`config.mk`:
```
export PLATFORM = sky130hd
export DESIGN_NAME = ptcalc_product_rescale
export DESIGN_NICKNAME = d
export VERILOG_FILES = /design/src/rtl/ptcalc_rescale_pkg.sv /design/src/rtl/ptcalc_round_shift.sv /design/src/rtl/ptcalc_product_rescale.sv
export SDC_FILE = /design/constraint.sdc
export NUM_CORES = 1
export LEC_CHECK = 0
export ABC_AREA = 1
export CORE_ASPECT_RATIO = 1.4
export CORE_MARGIN = 1.5
export CORE_UTILIZATION = 30
export CTS_BUF_LIST = sky130_fd_sc_hd__clkbuf_16
export CTS_CLUSTER_SIZE = 30
export DETAILED_ROUTE_END_ITERATION = 12
export GPL_TIMING_DRIVEN = 0
export PLACE_DENSITY = 0.64
export REMOVE_ABC_BUFFERS = 1
export SLEW_MARGIN = 20
export SYNTH_ARGS = -nofsm -noshare
export SYNTH_HDL_FRONTEND = slang
export SYNTH_SLANG_ARGS = --single-unit
```
`constraint.sdc`:
```
create_clock -name ap_clk -period 3.79 [get_ports ap_clk]
set_input_delay 0.758 -clock ap_clk [delete_from_list [all_inputs] [get_ports ap_clk]]
set_output_delay 0.758 -clock ap_clk [all_outputs]
set_load 0.01 [all_outputs]
```
`src/rtl/ptcalc_rescale_pkg.sv`:
```
// ptcalc_rescale_pkg
//   Shared constants, types and helpers for the ptcalc product rescale block.
//   PROD_W_C / SHIFT_C / OUT_W_C : default product width, dropped fraction
//                                  bits and output width.
//   prod_t / pt_t                : signed product and pT word types.
//   sat_limits(out_w)            : signed max/min of an out_w-bit word,
//                                  returned as 64-bit two's complement.
package ptcalc_rescale_pkg;

  localparam int PROD_W_C = 42;
  localparam int SHIFT_C  = 16;
  localparam int OUT_W_C  = 16;

  typedef logic signed [PROD_W_C-1:0] prod_t;
  typedef logic signed [OUT_W_C-1:0]  pt_t;

  typedef struct packed {
    logic [63:0] max_v;
    logic [63:0] min_v;
  } sat_lim_t;

  // max = 2^(out_w-1)-1, min = -2^(out_w-1) = ~max in two's complement.
  function automatic sat_lim_t sat_limits(input int out_w);
    sat_lim_t lim;
    lim.max_v = (64'd1 << (out_w - 1)) - 64'd1;
    lim.min_v = ~lim.max_v;
    return lim;
  endfunction

endpackage

```
`src/rtl/ptcalc_round_shift.sv`:
```
// ptcalc_round_shift
//   Combinational rounding shifter: r = (prod + 2^(SHIFT-1)) >>> SHIFT,
//   evaluated one bit wider than the product so the rounding add cannot
//   overflow. Ties therefore round toward +inf (-0.5 -> 0).
//   SHIFT = 0 passes the product through sign-extended, with no rounding.
//   Ports:
//     prod  in  PROD_W    signed product
//     r     out PROD_W+1  rounded, shifted result
module ptcalc_round_shift
  import ptcalc_rescale_pkg::*;
#(
  parameter int PROD_W = PROD_W_C,
  parameter int SHIFT  = SHIFT_C
) (
  input  logic signed [PROD_W-1:0] prod,
  output logic signed [PROD_W:0]   r
);

  logic signed [PROD_W:0] ext;
  assign ext = {prod[PROD_W-1], prod};

  generate
    if (SHIFT == 0) begin : g_pass
      assign r = ext;
    end else begin : g_round
      localparam logic signed [PROD_W:0] HALF = {{PROD_W{1'b0}}, 1'b1} << (SHIFT - 1);
      logic signed [PROD_W:0] sum;
      assign sum = ext + HALF;
      assign r   = sum >>> SHIFT;
    end
  endgenerate

endmodule

```
`src/rtl/ptcalc_product_rescale.sv`:
```
// ptcalc_product_rescale
//   Rescales the signed multiplier product to the pT word: rounding right
//   shift (stage S1), then signed saturation to OUT_W (stage S2, output reg).
//   Two-entry valid/ready pipeline, latency 2, throughput 1/cycle.
//
//   Handshake: a word moves across an interface on a clock edge where both
//   valid and ready are high. A producer holds valid and data steady until
//   that edge; ready may depend combinationally on the consumer's ready.
//
//   Ports:
//     ap_clk        in   clock
//     ap_rst        in   synchronous active-high reset
//     prod_i        in   PROD_W signed product
//     prod_valid_i  in   product valid
//     prod_ready_o  out  block accepts prod_i this cycle
//     pt_o          out  OUT_W rescaled, saturated pT
//     pt_sat_o      out  pt_o was clamped (qualified by pt_valid_o)
//     pt_valid_o    out  pt_o valid
//     pt_ready_i    in   downstream accepts pt_o
//     sat_cnt_o     out  16-bit sticky count of saturated output transfers
//                        (present only with PTCALC_RESCALE_SATCNT_EN defined)
//   Build option: PTCALC_RESCALE_SATCNT_EN adds the saturation counter.
//   Limits are computed in 64 bits, so PROD_W must stay below 64.
module ptcalc_product_rescale
  import ptcalc_rescale_pkg::*;
#(
  parameter int PROD_W = PROD_W_C,
  parameter int SHIFT  = SHIFT_C,
  parameter int OUT_W  = OUT_W_C
) (
  input  logic                     ap_clk,
  input  logic                     ap_rst,
  input  logic signed [PROD_W-1:0] prod_i,
  input  logic                     prod_valid_i,
  output logic                     prod_ready_o,
  output logic signed [OUT_W-1:0]  pt_o,
  output logic                     pt_sat_o,
  output logic                     pt_valid_o,
  input  logic                     pt_ready_i
`ifdef PTCALC_RESCALE_SATCNT_EN
  ,
  output logic [15:0]              sat_cnt_o
`endif
);

  localparam sat_lim_t LIM = sat_limits(OUT_W);
  localparam logic signed [PROD_W:0] MAX_V = LIM.max_v[PROD_W:0];
  localparam logic signed [PROD_W:0] MIN_V = LIM.min_v[PROD_W:0];

  logic signed [PROD_W:0] r_next;
  logic signed [PROD_W:0] s1_r;
  logic                   s1_valid;
  logic                   s2_load;
  logic                   s1_advance;
  logic                   in_xfer;
  logic signed [OUT_W-1:0] sat_pt;
  logic                   sat_flag;

  ptcalc_round_shift #(
    .PROD_W (PROD_W),
    .SHIFT  (SHIFT)
  ) u_round_shift (
    .prod (prod_i),
    .r    (r_next)
  );

  // S2 can take a word when it is empty or its word leaves this cycle.
  assign s2_load      = !pt_valid_o || pt_ready_i;
  assign s1_advance   = s1_valid && s2_load;
  assign prod_ready_o = !ap_rst && (!s1_valid || s1_advance);
  assign in_xfer      = prod_valid_i && prod_ready_o;

  always_comb begin
    sat_pt   = s1_r[OUT_W-1:0];
    sat_flag = 1'b0;
    if (s1_r > MAX_V) begin
      sat_pt   = MAX_V[OUT_W-1:0];
      sat_flag = 1'b1;
    end else if (s1_r < MIN_V) begin
      sat_pt   = MIN_V[OUT_W-1:0];
      sat_flag = 1'b1;
    end
  end

  always_ff @(posedge ap_clk) begin
    if (ap_rst) begin
      s1_valid   <= 1'b0;
      s1_r       <= '0;
      pt_valid_o <= 1'b0;
      pt_o       <= '0;
      pt_sat_o   <= 1'b0;
    end else begin
      // S1: prod_ready_o high means S1 is free this edge.
      if (prod_ready_o) s1_valid <= prod_valid_i;
      if (in_xfer)      s1_r     <= r_next;
      // S2: data only loads on a real word; bubbles clear just the valid.
      if (s2_load) begin
        pt_valid_o <= s1_valid;
        if (s1_valid) begin
          pt_o     <= sat_pt;
          pt_sat_o <= sat_flag;
        end
      end
    end
  end

`ifdef PTCALC_RESCALE_SATCNT_EN
  always_ff @(posedge ap_clk) begin
    if (ap_rst) begin
      sat_cnt_o <= '0;
    end else if (pt_valid_o && pt_ready_i && pt_sat_o && (sat_cnt_o != 16'hFFFF)) begin
      sat_cnt_o <= sat_cnt_o + 16'd1;
    end
  end
`endif

endmodule
```
==> reports/qor.yml, run 1 <==
timing:
  worst_clock_skew_ns: 0.00336
  final_period_minus_worst_setup_slack_ns: 3.26
  final_setup_violation_count: 0
  timing.final.max_slew_violations: 0
  fin_setup_tns_ns: 0
  final_min_period_over_clock_period: 0.861
  maxSlewHeadroom: 0.497
  rsz0062_at_grt: "false"
  fmaxAchievable_mhz: 306
  report.final.hold_viol_count: 0
  tightestPinTransition_ns: 0.754
  final.hold.worst_slack_ns: 0.461
detailed_routing:
  detailedRoute.firstPassIterationCount: 4
  dr.first_iter.drc_count: 140
  drc: 0
  detail_route.wl_per_cell_um: 11.7
  route.final.wire_length_um: 6230
  via_count: 2460
  drtAntennaViolNets: 0
  viasPerCell: 4.63
clock_network:
  tritoncts_num_sinks: 46
  cts_resized: 0
  insertion_delay_ns: 0.28
  cts_post_setup_buffers_inserted: 0
  postCtsHoldBufs: 0
  tritoncts: "done"
  cts.reportedPaths.clkPinSlew_ns: 0.06
  tritoncts.num_buffers: 5
  max_h_tree_level: 2
  maximum_buffer_depth_of_the_clock_tree: 2
  clock-root-buffer: "clkbuf_16"
worst_setup_path:
  worst-endpoint-arrival_ns: 2.51
  critical_path_cell_with_the_highest_stage_delay: "inv_2"
  critPathMostFrequentCell: "clkdlybuf4s50_1"
  setup.worst_path.class: "in2out"
  worstRegToRegCells: 6
  largest_stage_delay_worst_path_ns: 0.54
  required_ns: 3.03
  timing.critical_path.to_type: "output pin"
  timing.critical_path.fanout_max: 44
  timing.critical_path.buf_inv: 4
  r2r-start: "pt_valid_o"
  critical-path-top-delay-family: "buffers and inverters"
  setup.reg_to_reg.worst_slack_ns: 1.76
  cp_cell_instances: "clkdlybuf4s50_1 > inv_2 > nand2_1 > inv_1 > clkdlybuf4s50_1"
  regToRegEndpoint: "s1_r[16]"
  setup.worst_path.start_class: "input port"
yosys:
  ys_top_cells_by_area: "dfxtp_1 37%, nand2_1 18%, nor2_1 8.6%"
  synth.mux.area_fraction: 0.00806
  synth_xor_xnor_area_share: 0.0353
  postSynthCellCount: 384
  number_of_library_cell_types_mapped_by_synthesis: 29
  ys_seq_elements: 46
  synthesized_area_fraction_occupied_by_ao_oa_aoi_and_oai_cells: 0.113
  dominant_combinational_cell_family_by_area_after_synthesis: "simple AND/OR/NAND/NOR gates"
  avgSynthCellArea_sq_um: 6.46
  post_synthesis_sequential_area_ratio: 0.371
  mappedNetlistArea_sq_mm: 0.00248
  synthArstFlopShare: 0
  synth-main-ff-cell: "dfxtp_1"
  synth_adder_area_share: 0.00504
  ys.warnings.count: 0
  netlist.area_leader.share: 0.371
  biggest_area_consumer_among_synthesized_cells: "dfxtp_1"
  synthSimpleGateAreaFrac: 0.394
  synth_enable_flop_cells: 0
pwr:
  static_leakage_nw: 1.37
  p_int_mw: 0.921
  clockPowerShare: 0.394
  power_switching_share: 0.244
  p_per_area_mw_per_mm2: 380
  power.combinational.fraction: 0.159
  netSwitchingPower_mw: 0.297
  sequentialPowerShare: 0.447
  total_power_mw: 1.22
  ir_drop_uv: 181
global_routing:
  grt_pass1_vias: 2432
  grt.overflow.total: 0
  antenna_found_initial: 0
  grt_max_degree: 45
  gr-usage-all-layers: 0.152
  grt_first_pass_wirelength_um: 10700
final_layout:
  finish.net_count: 475
  ant_cells: 0
  drive_gt1_frac: 0.0583
  layout_common_cells: "117 x nand2_1, 57 x nor2_1, 49 x clkdlybuf4s50_1, 46 x dfxtp_1, 37 x nand3_1"
  most_common_cell_after_layout_fill_and_taps_aside: "nand2_1"
  area_growth_pct: 29.0
  fillers: 902
floorplanning:
  floorplan.core_area_sq_mm: 0.00810
  floorplan.initialDensity: 0.306
  rows: 39
  dieArea_sq_mm: 0.00884
  ios: 65
  die_x_um: 79.9
  die_outline_height_um: 111
place:
  finalWeightedCongestion: 0.880
  io_buffer_count: 49
  place_hpwl_um: 4750
run_status:
  run_status: "finished clean"
hold_path:
  min_from: "pt_o[15]"
  hold_end: "pt_o[15]"
  min_delay_worst_type: "reg2reg"
  number_of_stages_on_the_worst_hold_path: 2
job:
  drv_cap: 0
worst max path at each step:
stage	slack, ns	startpoint	to	depth (start not counted)
4_1_cts	0.50	ap_rst	prod_ready_o	5
5_1_grt	0.25	ap_rst	s1_r[16]	7
2_1_floorplan	1.52	ap_rst	s1_r[25]	7
3_5_place_dp	0.27	ap_rst	s1_r[16]	7
3_3_place_gp	0.26	ap_rst	s1_r[16]	7
6_report	0.53	ap_rst	prod_ready_o	5
cell type report:
cell class	count	area, sq um	area share
Multi-Input combinational cell	294	1380	0.431
Sequential cell	46	921	0.288
Timing Repair Buffer	49	490	0.153
Tap cell	102	128	0.0398
Clock buffer	5	125	0.0391
Inverter	32	120	0.0375
Clock inverter	3	37.5	0.0117
metrics by stage:
stage | area (sq um) | setup WS, ns | cells | util
floorplan | 2420 | 1.52 | 372 | -
global placement | 3040 | 0.257 | 523 | 0.375
detailed placement | 3040 | 0.266 | 523 | 0.375
CTS | 3200 | 0.501 | 531 | 0.395
global route | 3200 | 0.252 | 531 | 0.395
finish | 3200 | 0.526 | 531 | 0.395
power by group through the flow:
stage	Sequential, mW	Clock [mW]	Combinational [mW]
3_5_place_dp	0.555	0	0.194
2_1_floorplan	0.558	0	0.0920
4_1_cts	0.545	0.489	0.195
3_3_place_gp	0.553	0	0.192
5_1_grt	0.550	0.508	0.217
6_report	0.545	0.479	0.193
flip-flops by register name (all words and copies together), names as in the netlist:
signal / count
pt_o: 16
pt_sat_o: 1
pt_valid_o: 1
s1_r: 27
s1_valid: 1
logic make-up after synthesis:
| logic type | Yosys count |
|---|---|
| muxes | 2 |
| adders and majority gates | 1 |
| buffers and inverters | 44 |
| xor gates and xnor gates | 10 |
| DFF | 46 |
| AOI/OAI and AO/OA | 52 |
| and+or+nand+nor | 229 |
cell usage after synthesis, types with 3 or more instances:
cell type  count
o21ai_0       23
nand3_1       37
dfxtp_1       46
clkbuf_1       6
nand3_2        4
nand2_1      117
nor2_1        57
nand2_2        4
nor3_1         3
inv_2          3
xor2_1         7
buf_2          3
nor2_4         3
xnor2_1        3
a21oi_1       22
inv_1         29
worst min-delay path: cells and delay by family, from the launching register on:
family             cells  cell delay [ns]
DFF                    1             0.31
and+or+nand+nor        1             0.06
AOI/OAI and AO/OA      1             0.05
routing by layer:
| metal | routed length [um] | GRT usage | vias up | share of wire |
|---|---|---|---|---|
| met4 | 123 | 0.0598 | 0 | 0.020 |
| li1 | - | - | 1311 | - |
| met5 | 0 | 0 | - | 0 |
| met2 | 3080 | 0.263 | 43 | 0.49 |
| met1 | 2850 | 0.185 | 1097 | 0.46 |
| met3 | 182 | 0.0190 | 9 | 0.029 |
Power figures use the tool's default switching activity.
==> run 2, diff against run 1 <==
Settings changed: CELL_PAD_IN_SITES_DETAIL_PLACEMENT from default to 1, CELL_PAD_IN_SITES_GLOBAL_PLACEMENT from default to 1, CORE_UTILIZATION 30 to 36, GPL_ROUTABILITY_DRIVEN from default to 0, PLACE_DENSITY 0.64 to 0.95.
==> reports/qor.yml, run 2 (synthesis gave the netlist of run 1 again) <==
final_layout:
  largest_reg_flops: 27
  drive_gt1_frac: 0.0583
  finish.utilization: 0.479
  most_common_cell_after_layout_fill_and_taps_aside: "nand2_1"
  finish.net_count: 475
  area_growth_pct: 27.5
  layout_common_cells: "117 x nand2_1, 57 x nor2_1, 49 x clkdlybuf4s50_1, 46 x dfxtp_1, 37 x nand3_1"
  ant_cells: 0
  biggest_regs: "s1_r x27, pt_o x16"
  registers.top_by_ff_count: "s1_r"
clock_network:
  insertion_delay_ns: 0.29
  tritoncts: "done"
  postCtsHoldBufs: 0
  cts_post_setup_buffers_inserted: 0
  cts.reportedPaths.clkPinSlew_ns: 0.06
  tritoncts.num_buffers: 5
  maximum_buffer_depth_of_the_clock_tree: 2
  max_h_tree_level: 2
  clock-root-buffer: "clkbuf_16"
  tritoncts_num_sinks: 46
  cts_resized: 0
place:
  io_buffer_count: 49
  place_hpwl_um: 5510
floorplanning:
  floorplan.initialDensity: 0.375
  die_x_um: 73.2
  floorplan.core_area_sq_mm: 0.00661
  die_outline_height_um: 101
  ios: 65
  dieArea_sq_mm: 0.00741
  rows: 35
timing:
  worst_clock_skew_ns: 0.00694
  final_min_period_over_clock_period: 0.859
  fmaxAchievable_mhz: 307
  report.final.hold_viol_count: 0
  fin_setup_tns_ns: 0
  rsz0062_at_grt: "false"
  maxSlewHeadroom: 0.488
  final_period_minus_worst_setup_slack_ns: 3.26
  final_setup_violation_count: 0
  timing.final.max_slew_violations: 0
  tightestPinTransition_ns: 0.769
  final.hold.worst_slack_ns: 0.472
global_routing:
  grt_use_met1: 0.248
  antenna_found_initial: 0
  grt_first_pass_wirelength_um: 13000
  met2_usage: 0.410
  grt_max_degree: 45
  gr-usage-all-layers: 0.222
  global_route.usage.met3: 0.0308
  grt_pass1_vias: 2783
  grt.overflow.total: 0
  gr_peak_layer: "met2"
detailed_routing:
  drtAntennaViolNets: 0
  detail_route.wl_per_cell_um: 14.8
  route.final.wire_length_um: 7710
  detailedRoute.firstPassIterationCount: 4
  drc: 0
  viasPerCell: 5.09
  dr.first_iter.drc_count: 140
  via_count: 2654
job:
  drv_cap: 0
worst_setup_path:
  timing.critical_path.fanout_max: 44
  setup.worst_path.class: "in2out"
  setup.worst_path.start_class: "input port"
  worst-endpoint-arrival_ns: 2.50
  required_ns: 3.03
  timing.critical_path.to_type: "output pin"
run_status:
  run_status: "finished clean"
pwr:
  p_per_area_mw_per_mm2: 369
  ir_drop_uv: 218
  static_leakage_nw: 1.36
hold_path:
  min_delay_worst_type: "reg2reg"
-- run 2: path summary, 6_finish.rpt --
kind	to	cells past startpoint	startpoint	slack [ns]
worst min register to register	pt_o[15]	2	pt_o[15]	0.47
worst min-delay path	pt_o[15]	2	pt_o[15]	0.47
worst max-delay path	prod_ready_o	5	ap_rst	0.53
worst max register to register	s1_r[16]	6	pt_valid_o	1.66
-- run 2: routing by layer --
| metal | up-vias | share of wire |
|---|---|---|
| li1 | 1314 | - |
| met1 | 1253 | 0.40 |
| met2 | 67 | 0.53 |
| met3 | 20 | 0.037 |
| met4 | 0 | 0.033 |
| met5 | - | 0 |
-- run 2: metrics by stage --
step	setup WS, ns	power [mW]	cell area (sq um)	instances
after floorplan	1.52	0.650	2420	372
after global placement	0.219	0.745	3020	513
after detailed placement	0.200	0.756	3030	513
after CTS	0.503	1.17	3170	521
after global routing	0.215	1.22	3170	521
final	0.534	1.17	3170	521
-- run 2: critical path: stages --
cell,delay [ns]
clkdlybuf4s50_1,0.49
inv_2,0.53
nand2_1,0.12
inv_1,0.07
clkdlybuf4s50_1,0.53
-- run 2: area by class of cell --
cell class / count / area [sq um]
clock buffers: 5 / 125
fillers: 860 / 3450
inverters: 32 / 120
well taps: 92 / 115
clock inverters: 3 / 12.5
flip-flops and latches: 46 / 921
repair buffers: 49 / 490
multi-input cells: 294 / 1380
-- run 2: power by group --
part | switching (mW) | internal [mW] | total (mW)
combinational | 0.111 | 0.0914 | 0.203
sequential | 0.0247 | 0.523 | 0.548
clock | 0.180 | 0.239 | 0.418
total | 0.316 | 0.853 | 1.17
==> run 3, diff against run 2 <==
Settings changed: SETUP_SLACK_MARGIN from default to 0.05.
==> results of run 3 <==
Same layout as run 2: the final DEF is identical, and so are final timing and power.
